[config.mk]
export PLATFORM = sky130hd
export DESIGN_NAME = booth_mult_seq
export DESIGN_NICKNAME = d
export VERILOG_FILES = /design/src/rtl/booth_pkg.sv /design/src/rtl/booth_result_fifo.sv /design/src/rtl/booth_mult_seq.sv
export SDC_FILE = /design/constraint.sdc
export NUM_CORES = 1
export LEC_CHECK = 0
export BUFFER_PORTS_ARGS = -buffer_cell sky130_fd_sc_hd__clkbuf_2
export CORE_UTILIZATION = 50
export CTS_BUF_LIST = sky130_fd_sc_hd__clkbuf_16
export DETAILED_ROUTE_END_ITERATION = 16
export PLACE_DENSITY = 0.79
export SLEW_MARGIN = 20
export SYNTH_ARGS = -nofsm -noshare
export SYNTH_HDL_FRONTEND = slang
export SYNTH_SLANG_ARGS = --single-unit
[constraint.sdc]
create_clock -name clk -period 2.7 [get_ports clk]
set_input_delay 0.54 -clock clk [delete_from_list [all_inputs] [get_ports clk]]
set_output_delay 0.54 -clock clk [all_outputs]
set_load 0.05 [all_outputs]
[src/rtl/booth_pkg.sv]
// rtl/booth_pkg.sv - shared types and defaults for the Booth operand sequencer
package booth_pkg;

  localparam int WIDTH_DEF = 4;
  localparam int TAG_W_DEF = 2;

  typedef enum logic [1:0] {
    ST_IDLE = 2'd0,
    ST_LOAD = 2'd1,
    ST_WAIT = 2'd2
  } state_e;

  typedef struct packed {
    logic [2*WIDTH_DEF-1:0] product;
    logic [TAG_W_DEF-1:0]   tag;
  } result_t;

endpackage

[src/rtl/booth_result_fifo.sv]
// rtl/booth_result_fifo.sv - first-word-fall-through result queue
module booth_result_fifo #(
  parameter int DEPTH  = 2,
  parameter int DATA_W = 10
) (
  input  logic              clk,
  input  logic              reset,
  input  logic              push_i,
  input  logic [DATA_W-1:0] push_data_i,
  input  logic              pop_i,
  output logic              valid_o,
  output logic              full_o,
  output logic [DATA_W-1:0] head_o
);

  localparam int PTR_W = (DEPTH > 1) ? $clog2(DEPTH) : 1;
  localparam int CNT_W = PTR_W + 1;
  localparam logic [CNT_W-1:0] FULL_CNT = CNT_W'(DEPTH);

  logic [DATA_W-1:0] mem_q [DEPTH];
  logic [PTR_W-1:0]  wr_ptr_q;
  logic [PTR_W-1:0]  rd_ptr_q;
  logic [CNT_W-1:0]  count_q;
  logic              do_push;
  logic              do_pop;

  assign valid_o = (count_q != '0);
  assign full_o  = (count_q == FULL_CNT);
  assign head_o  = mem_q[rd_ptr_q];
  assign do_pop  = pop_i && valid_o;
  // A pop on the same edge frees the slot, so a push into a full queue still lands.
  assign do_push = push_i && (!full_o || do_pop);

  always_ff @(posedge clk or posedge reset) begin
    if (reset) begin
      wr_ptr_q <= '0;
      rd_ptr_q <= '0;
      count_q  <= '0;
    end else begin
      if (do_push) wr_ptr_q <= wr_ptr_q + PTR_W'(1);
      if (do_pop)  rd_ptr_q <= rd_ptr_q + PTR_W'(1);
      case ({do_push, do_pop})
        2'b10:   count_q <= count_q + CNT_W'(1);
        2'b01:   count_q <= count_q - CNT_W'(1);
        default: ;
      endcase
    end
  end

  always_ff @(posedge clk) begin
    if (do_push) mem_q[wr_ptr_q] <= push_data_i;
  end

endmodule

[src/rtl/booth_mult_seq.sv]
// rtl/booth_mult_seq.sv - launches one Booth core operation at a time and queues tagged products
module booth_mult_seq
  import booth_pkg::*;
#(
  parameter int WIDTH       = WIDTH_DEF,
  parameter int TAG_W       = TAG_W_DEF,
  parameter int LOAD_CYCLES = 1,
  parameter int TIMEOUT     = 15,
  parameter int DEPTH       = 2
) (
  input  logic               clk,
  input  logic               reset,
  input  logic               in_valid,
  output logic               in_ready,
  input  logic [WIDTH-1:0]   in_multiplicand,
  input  logic [WIDTH-1:0]   in_multiplier,
  input  logic [TAG_W-1:0]   in_tag,
  output logic               mul_reset,
  output logic [WIDTH-1:0]   mul_multiplicand,
  output logic [WIDTH-1:0]   mul_multiplier,
  input  logic [2*WIDTH-1:0] mul_product,
  input  logic               mul_done,
  output logic               out_valid,
  input  logic               out_ready,
  output logic [2*WIDTH-1:0] out_product,
  output logic [TAG_W-1:0]   out_tag,
  output logic               busy,
  output logic               timeout_err
);

  localparam int DATA_W = 2*WIDTH + TAG_W;
  localparam int LC_W   = (LOAD_CYCLES > 1) ? $clog2(LOAD_CYCLES) : 1;
  localparam int WC_W   = $clog2(TIMEOUT + 1);

  state_e            state_q;
  logic [WIDTH-1:0]  mcand_q;
  logic [WIDTH-1:0]  mplier_q;
  logic [TAG_W-1:0]  tag_q;
  logic [LC_W-1:0]   load_cnt_q;
  logic [WC_W-1:0]   wait_cnt_q;
  logic              mul_reset_q;
  logic              timeout_err_q;
  logic              fifo_full;
  logic              accept;
  logic              push;
  logic              pop;
  logic [DATA_W-1:0] head;

  assign in_ready         = (state_q == ST_IDLE) && !fifo_full;
  assign accept           = in_valid && in_ready;
  // Room was reserved at accept time, so a completion never finds the queue full.
  assign push             = (state_q == ST_WAIT) && mul_done;
  assign pop              = out_valid && out_ready;
  assign busy             = (state_q != ST_IDLE);
  assign timeout_err      = timeout_err_q;
  assign mul_reset        = mul_reset_q;
  assign mul_multiplicand = mcand_q;
  assign mul_multiplier   = mplier_q;
  assign out_product      = head[DATA_W-1:TAG_W];
  assign out_tag          = head[TAG_W-1:0];

  always_ff @(posedge clk or posedge reset) begin
    if (reset) begin
      state_q       <= ST_IDLE;
      mcand_q       <= '0;
      mplier_q      <= '0;
      tag_q         <= '0;
      load_cnt_q    <= '0;
      wait_cnt_q    <= '0;
      mul_reset_q   <= 1'b1;
      timeout_err_q <= 1'b0;
    end else begin
      case (state_q)
        ST_IDLE: begin
          mul_reset_q <= accept;
          if (accept) begin
            mcand_q    <= in_multiplicand;
            mplier_q   <= in_multiplier;
            tag_q      <= in_tag;
            load_cnt_q <= '0;
            state_q    <= ST_LOAD;
          end
        end
        ST_LOAD: begin
          if (load_cnt_q == LC_W'(LOAD_CYCLES - 1)) begin
            mul_reset_q <= 1'b0;
            wait_cnt_q  <= '0;
            state_q     <= ST_WAIT;
          end else begin
            load_cnt_q <= load_cnt_q + LC_W'(1);
          end
        end
        ST_WAIT: begin
          if (mul_done) begin
            state_q <= ST_IDLE;
          end else if (wait_cnt_q == WC_W'(TIMEOUT - 1)) begin
            timeout_err_q <= 1'b1;
            state_q       <= ST_IDLE;
          end else begin
            wait_cnt_q <= wait_cnt_q + WC_W'(1);
          end
        end
        default: begin
          mul_reset_q <= 1'b0;
          state_q     <= ST_IDLE;
        end
      endcase
    end
  end

  booth_result_fifo #(
    .DEPTH  (DEPTH),
    .DATA_W (DATA_W)
  ) u_fifo (
    .clk         (clk),
    .reset       (reset),
    .push_i      (push),
    .push_data_i ({mul_product, tag_q}),
    .pop_i       (pop),
    .valid_o     (out_valid),
    .full_o      (fifo_full),
    .head_o      (head)
  );

endmodule
# After elaboration in Yosys (flattened, before gate mapping)
# Memories as Yosys holds them, arrays and structs flattened.
# Cells that the tools add are included.
# W data, S select, Z words.
[totals] register_bits=23 latchBits=0 ramBits=20 rom_bits=0 out_inout_bits=23 word_cells=68 n_memories=1
[memory_table] memory="u_fifo.mem_q" words=2 width=10 rd=1 rd_clocked_by_memory_dff=0 wr=1 line="booth_result_fifo.sv:20" source="logic [DATA_W-1:0] mem_q [DEPTH];"
[classes] addsub=6 multipliers=0 div_mod_pow=0 n_lt_le_gt_ge=0 eq_ne=11 shift=0 n_mux=17 n_bitwise=2 reduce_logical=20
[ops] operator="$mux W4" count=3
[ops] operator="$reduce_bool A2 Y1" count=5
[ops] operator="$mux W2" count=4
[ops] operator="$ne A2 B2 Y1 const B" count=4
[ops] operator="$pmux W4 S2" count=1
[ops] operator="$eq A2 B2 Y1 const B" count=3
[ops] operator="$logic_and A1 B1 Y1" count=6
[ops] operator="$pmux W2 S3" count=1
[ops] operator="$reduce_and A2 Y1" count=3
[ops] operator="$reduce_and A3 Y1" count=2
[ops] operator="$mux W1" count=5
[ops] operator="$add A4 B1 Y4 const B" count=1
[ops] operator="$eq A2 B1 Y1 const B" count=2
[ops] operator="$eq A4 B4 Y1 const B" count=1
[ops] operator="$pmux W2 S2" count=1
[ops] operator="$reduce_and A4 Y1" count=1
[ops] operator="$add A1 B1 Y1 const B" count=3
[ops] operator="$ne A3 B2 Y1 const B" count=1
[ops] operator="$pmux W1 S3" count=1
[ops] operator="$add A2 B1 Y2 const B" count=1
[ops] operator="$logic_not A2 Y1" count=1
[ops] operator="$not A1 Y1" count=2
[ops] operator="$pmux W1 S2" count=1
[ops] operator="$sub A2 B1 Y2 const B" count=1
[ops] operator="other kinds (2)" count=2

# Longest topological paths before layout
[depth] ltp_word=7 mapped_depth=5 ltp_nobuf=5

# Hierarchy
# Synthesis repeated with hierarchy kept, for this count alone.
[hier_totals] cells_unflattened=115 hier_area_um2=1796.7
[by_module_without_submodules] mod="booth_result_fifo" n_inst=1 cells_each=51 area_each_um2=944.7 seq_area_each_um2=700.7
[by_module_without_submodules] mod="booth_mult_seq" n_inst=1 cells_each=64 area_each_um2=852.1 seq_area_each_um2=451.7

# Worst setup path before layout
# OpenSTA, ideal clock, no wires.
[synth_path] path_kind="flip-flop to flip-flop" from="register state_q[0]" to="memory u_fifo.mem_q[0][0] (enable)" setup_ps=377 t_arrival_ps=1449 path_slack_ps=873 stages_incl_launch_ff=4 period_less_slack_ps=1827 cell_sequence="dfrtp_1 nand3b_2 o21ba_2 nor2b_1"
[synth_between] elab_chain_cells=5
[synth_rtl] element="start: declaration" line="booth_mult_seq.sv:35" source="state_e state_q;"
[synth_rtl] element="start signal: assignment" line="booth_mult_seq.sv:64" source="state_q <= ST_IDLE;"
[synth_rtl] element="start signal: assignment" line="booth_mult_seq.sv:81" source="state_q <= ST_LOAD;"
[synth_rtl] element="start signal: assignment" line="booth_mult_seq.sv:88" source="state_q <= ST_WAIT;"
[synth_rtl] element="$eq A2 B2 Y1" line="booth_mult_seq.sv:52" source="assign push = (state_q == ST_WAIT) && mul_done;"
[synth_rtl] element="$logic_and A1 B1 Y1" line="booth_mult_seq.sv:52"
[synth_rtl] element="$logic_and A1 B1 Y1" line="booth_result_fifo.sv:32" source="assign do_push = push_i && (!full_o || do_pop);"
[synth_rtl] element="$mux W1" line="booth_result_fifo.sv:51" source="if (do_push) mem_q[wr_ptr_q] <= push_data_i;"
[synth_rtl] element="$mux W1 (implied by the code)" line="booth_result_fifo.sv:51"
[synth_rtl] element="end: declaration" line="booth_result_fifo.sv:20"
# No other way between the ends.

# Worst setup path after layout
[layout_path] from="register state_q[1]" to="output in_ready"
[layout_between] elab_chain_cells=2
[layout_rtl] element="$logic_not A2 Y1" line="booth_mult_seq.sv:49" source="assign in_ready = (state_q == ST_IDLE) && !fifo_full;"
[layout_rtl] element="$logic_and A1 B1 Y1" line="booth_mult_seq.sv:49"
[layout_rtl] element="end: declaration" line="booth_mult_seq.sv:14" source="output logic in_ready,"
# No other way between the ends.

==> metrics <==
register area share after synthesis 0.636; Initial Util 0.531; Post-CTS Resized 0; CORE AREA 0.00342 sq mm; row count 21; R2R setup slack 0.79 ns; CP Buf/Inv Count 1; CTS Buf Count 5; DR vias/cell 5.15; Nets 198; post-CTS setup buffer count 0; max-cap check violation count 0; GR Overflow Total 0; Crit Path Max Fanout 11; Routed Antenna Nets 0; mean area per synthesized cell 14.7 sq um; Syn. warnings 0; Post-DP HPWL 2120 um; Reg2Reg Capture Point u_fifo.mem_q[0][8]; setup TNS 0 ns; Crit path largest cell delay 0.49 ns; Post-synth top flop dfrtp_1; Routed WL per cell 13.9 um; number of flops mapped to enable cells by yosys 20; Detailed Route WL 3060 um; Max Clock Skew 0.00373 ns; pwr dens 1260 mW/mm^2; worst rel slew slack 0.435; global-route wire length before repair 4990 um; area grow syn2layout 24.0%; crit path launch type flop; mapped cell area 0.00181 sq mm; period utilisation layout 0.774; final hold vios 0; ANT cells 0; share of the synthesized area in the top cell type 0.331; Worst Path Required 2.16 ns; CTS tree done; CP delay by family, top simple AND/OR/NAND/NOR gates; Pins Over Slew Limit 0; Post-synth ARST share 0.524; Placer Congestion 0.846; Worst path slowest cell dfrtp_1; Tightest Pin Transition 0.846 ns; die area 0.00387 sq mm; worst hold path class primary input to asynchronous set/reset pin; Initial DRC Count 39; Max Buffers Root-to-Sink 2; layout cells sized above 1 0.483; initial antenna violation count 0; I/O pins 46; critical path endpoint category primary output; Setup CP Type flop to primary output; outcome completed; Die X 62.2 um; Clock Sinks 42; cells on worst reg2reg path 4; worst reg2reg startpoint state_q[0]; fin crit period 2.09 ns; number of synthesized register bits 42; vias in the first global route 1,110; Residual DRC 0; Yosys cell types 38; Worst Path Arrival 1.55 ns; final setup fails 0; Hold Buf Count CTS 0; area leader, netlist edfxtp_1; CTS root buf clkbuf_16; syn_nets 148; All-Layer GR Usage 0.176; Initial DRT Pass Iterations 4; P_leak 1.01 nW; RSZ-0062 raised after global routing no; fmax 479 MHz; Worst-path clk slew 0.06 ns; Pwr Total 2.83 mW; H-tree Lvls 2; Clock Latency Late Sink 0.28 ns; Peak VDD IR 1.01 mV; worst-path cell chain nor2_2 -> and2_2 -> clkbuf_2; DR vias 1,132; largest cells by area after synthesis edfxtp_1, dfrtp_1, mux2_2; Post-Syn Instances 123; die height 62.2 um; port bufs 45; largest net degree at the start of global routing 23
placed cells by master (no fill, tap or decap), types with 2 or more instances in the layout:
| cell | n |
|---|---|
| nor2b_1 | 3 |
| edfxtp_1 | 20 |
| nand2_1 | 9 |
| clkbuf_2 | 45 |
| and4b_1 | 2 |
| o21ai_0 | 4 |
| ha_1 | 2 |
| nor2_1 | 3 |
| mux2_4 | 8 |
| clkbuf_16 | 5 |
| dfrtp_1 | 21 |
| a31oi_1 | 2 |
| xnor2_1 | 2 |
| mux2_2 | 12 |
| inv_1 | 6 |
| nand3_1 | 2 |
| a21oi_1 | 4 |
per-stage QoR:
step	area (sq um)	hold slack, ns	worst slack, ns	instances	utilization
after floorplan	1810	0.437	0.873	123	-
after CTS	2250	0.430	0.597	220	0.658
after global placement	2080	0.449	0.698	212	0.609
final	2250	0.408	0.611	220	0.658
after global routing	2250	0.441	0.550	220	0.658
after detailed placement	2080	0.454	0.631	212	0.609
cell usage after synthesis (2+ instances only):
library cell,count
nand3_1,2
mux2_2,12
xnor2_1,2
a21oi_1,4
edfxtp_1,20
ha_1,2
mux2_4,8
nor2_1,3
nand2_1,9
nor2b_1,3
o21ai_0,4
inv_1,6
a31oi_1,2
dfrtp_1,21
and4b_1,2
state kept, by name, summed over array words and instances (netlist names):
signal,count
wait_cnt_q,4
u_fifo.rd_ptr_q,1
timeout_err,1
tag_q,2
u_fifo.count_q,2
u_fifo.mem_q,20
mul_multiplicand,4
state_q,2
mul_reset,1
mul_multiplier,4
u_fifo.wr_ptr_q,1
per-layer routing:
layer | vias up | wire [um] | track usage
met5 | - | 0 | 0
met4 | 0 | 63 | 0.0959
met3 | 5 | 211 | 0.0680
met2 | 41 | 1480 | 0.286
met1 | 540 | 1300 | 0.199
li1 | 546 | - | -
layout make-up:
class | count | area [sq um]
sequential | 42 | 1150
clock inverter | 3 | 43.8
clock buffer | 5 | 125
tap | 46 | 57.6
multi-input combinational | 72 | 614
timing repair buffer | 46 | 233
fill | 261 | 1170
inverter | 6 | 22.5
logic make-up after synthesis:
kind of cell / Yosys count / synth area share
simple gates: 30 / 0.108
fa+ha+maj: 2 / 0.0138
flops: 42 / 0.636
xor+xnor: 3 / 0.0145
buf+inv: 9 / 0.0255
mux: 20 / 0.141
compound gates: 17 / 0.0621
power breakdown:
part / leakage, nW / internal [mW] / switching (mW)
Sequential: 0.452 / 0.858 / 0.150
Clock: 0.0804 / 0.436 / 0.234
Combinational: 0.476 / 0.376 / 0.772
Total: 1.01 / 1.67 / 1.16
worst max-delay path by stage:
stage                              end  cells past startpoint            start
floorplan           u_fifo.mem_q[0][0]                      3       state_q[0]
global placement    u_fifo.mem_q[0][8]                      5         mul_done
detailed placement  u_fifo.mem_q[0][2]                      5         mul_done
CTS                         out_tag[0]                      2  u_fifo.rd_ptr_q
global route                  in_ready                      3       state_q[1]
finish                        in_ready                      3       state_q[1]
Note: power is estimated with default switching activity, not from simulation.
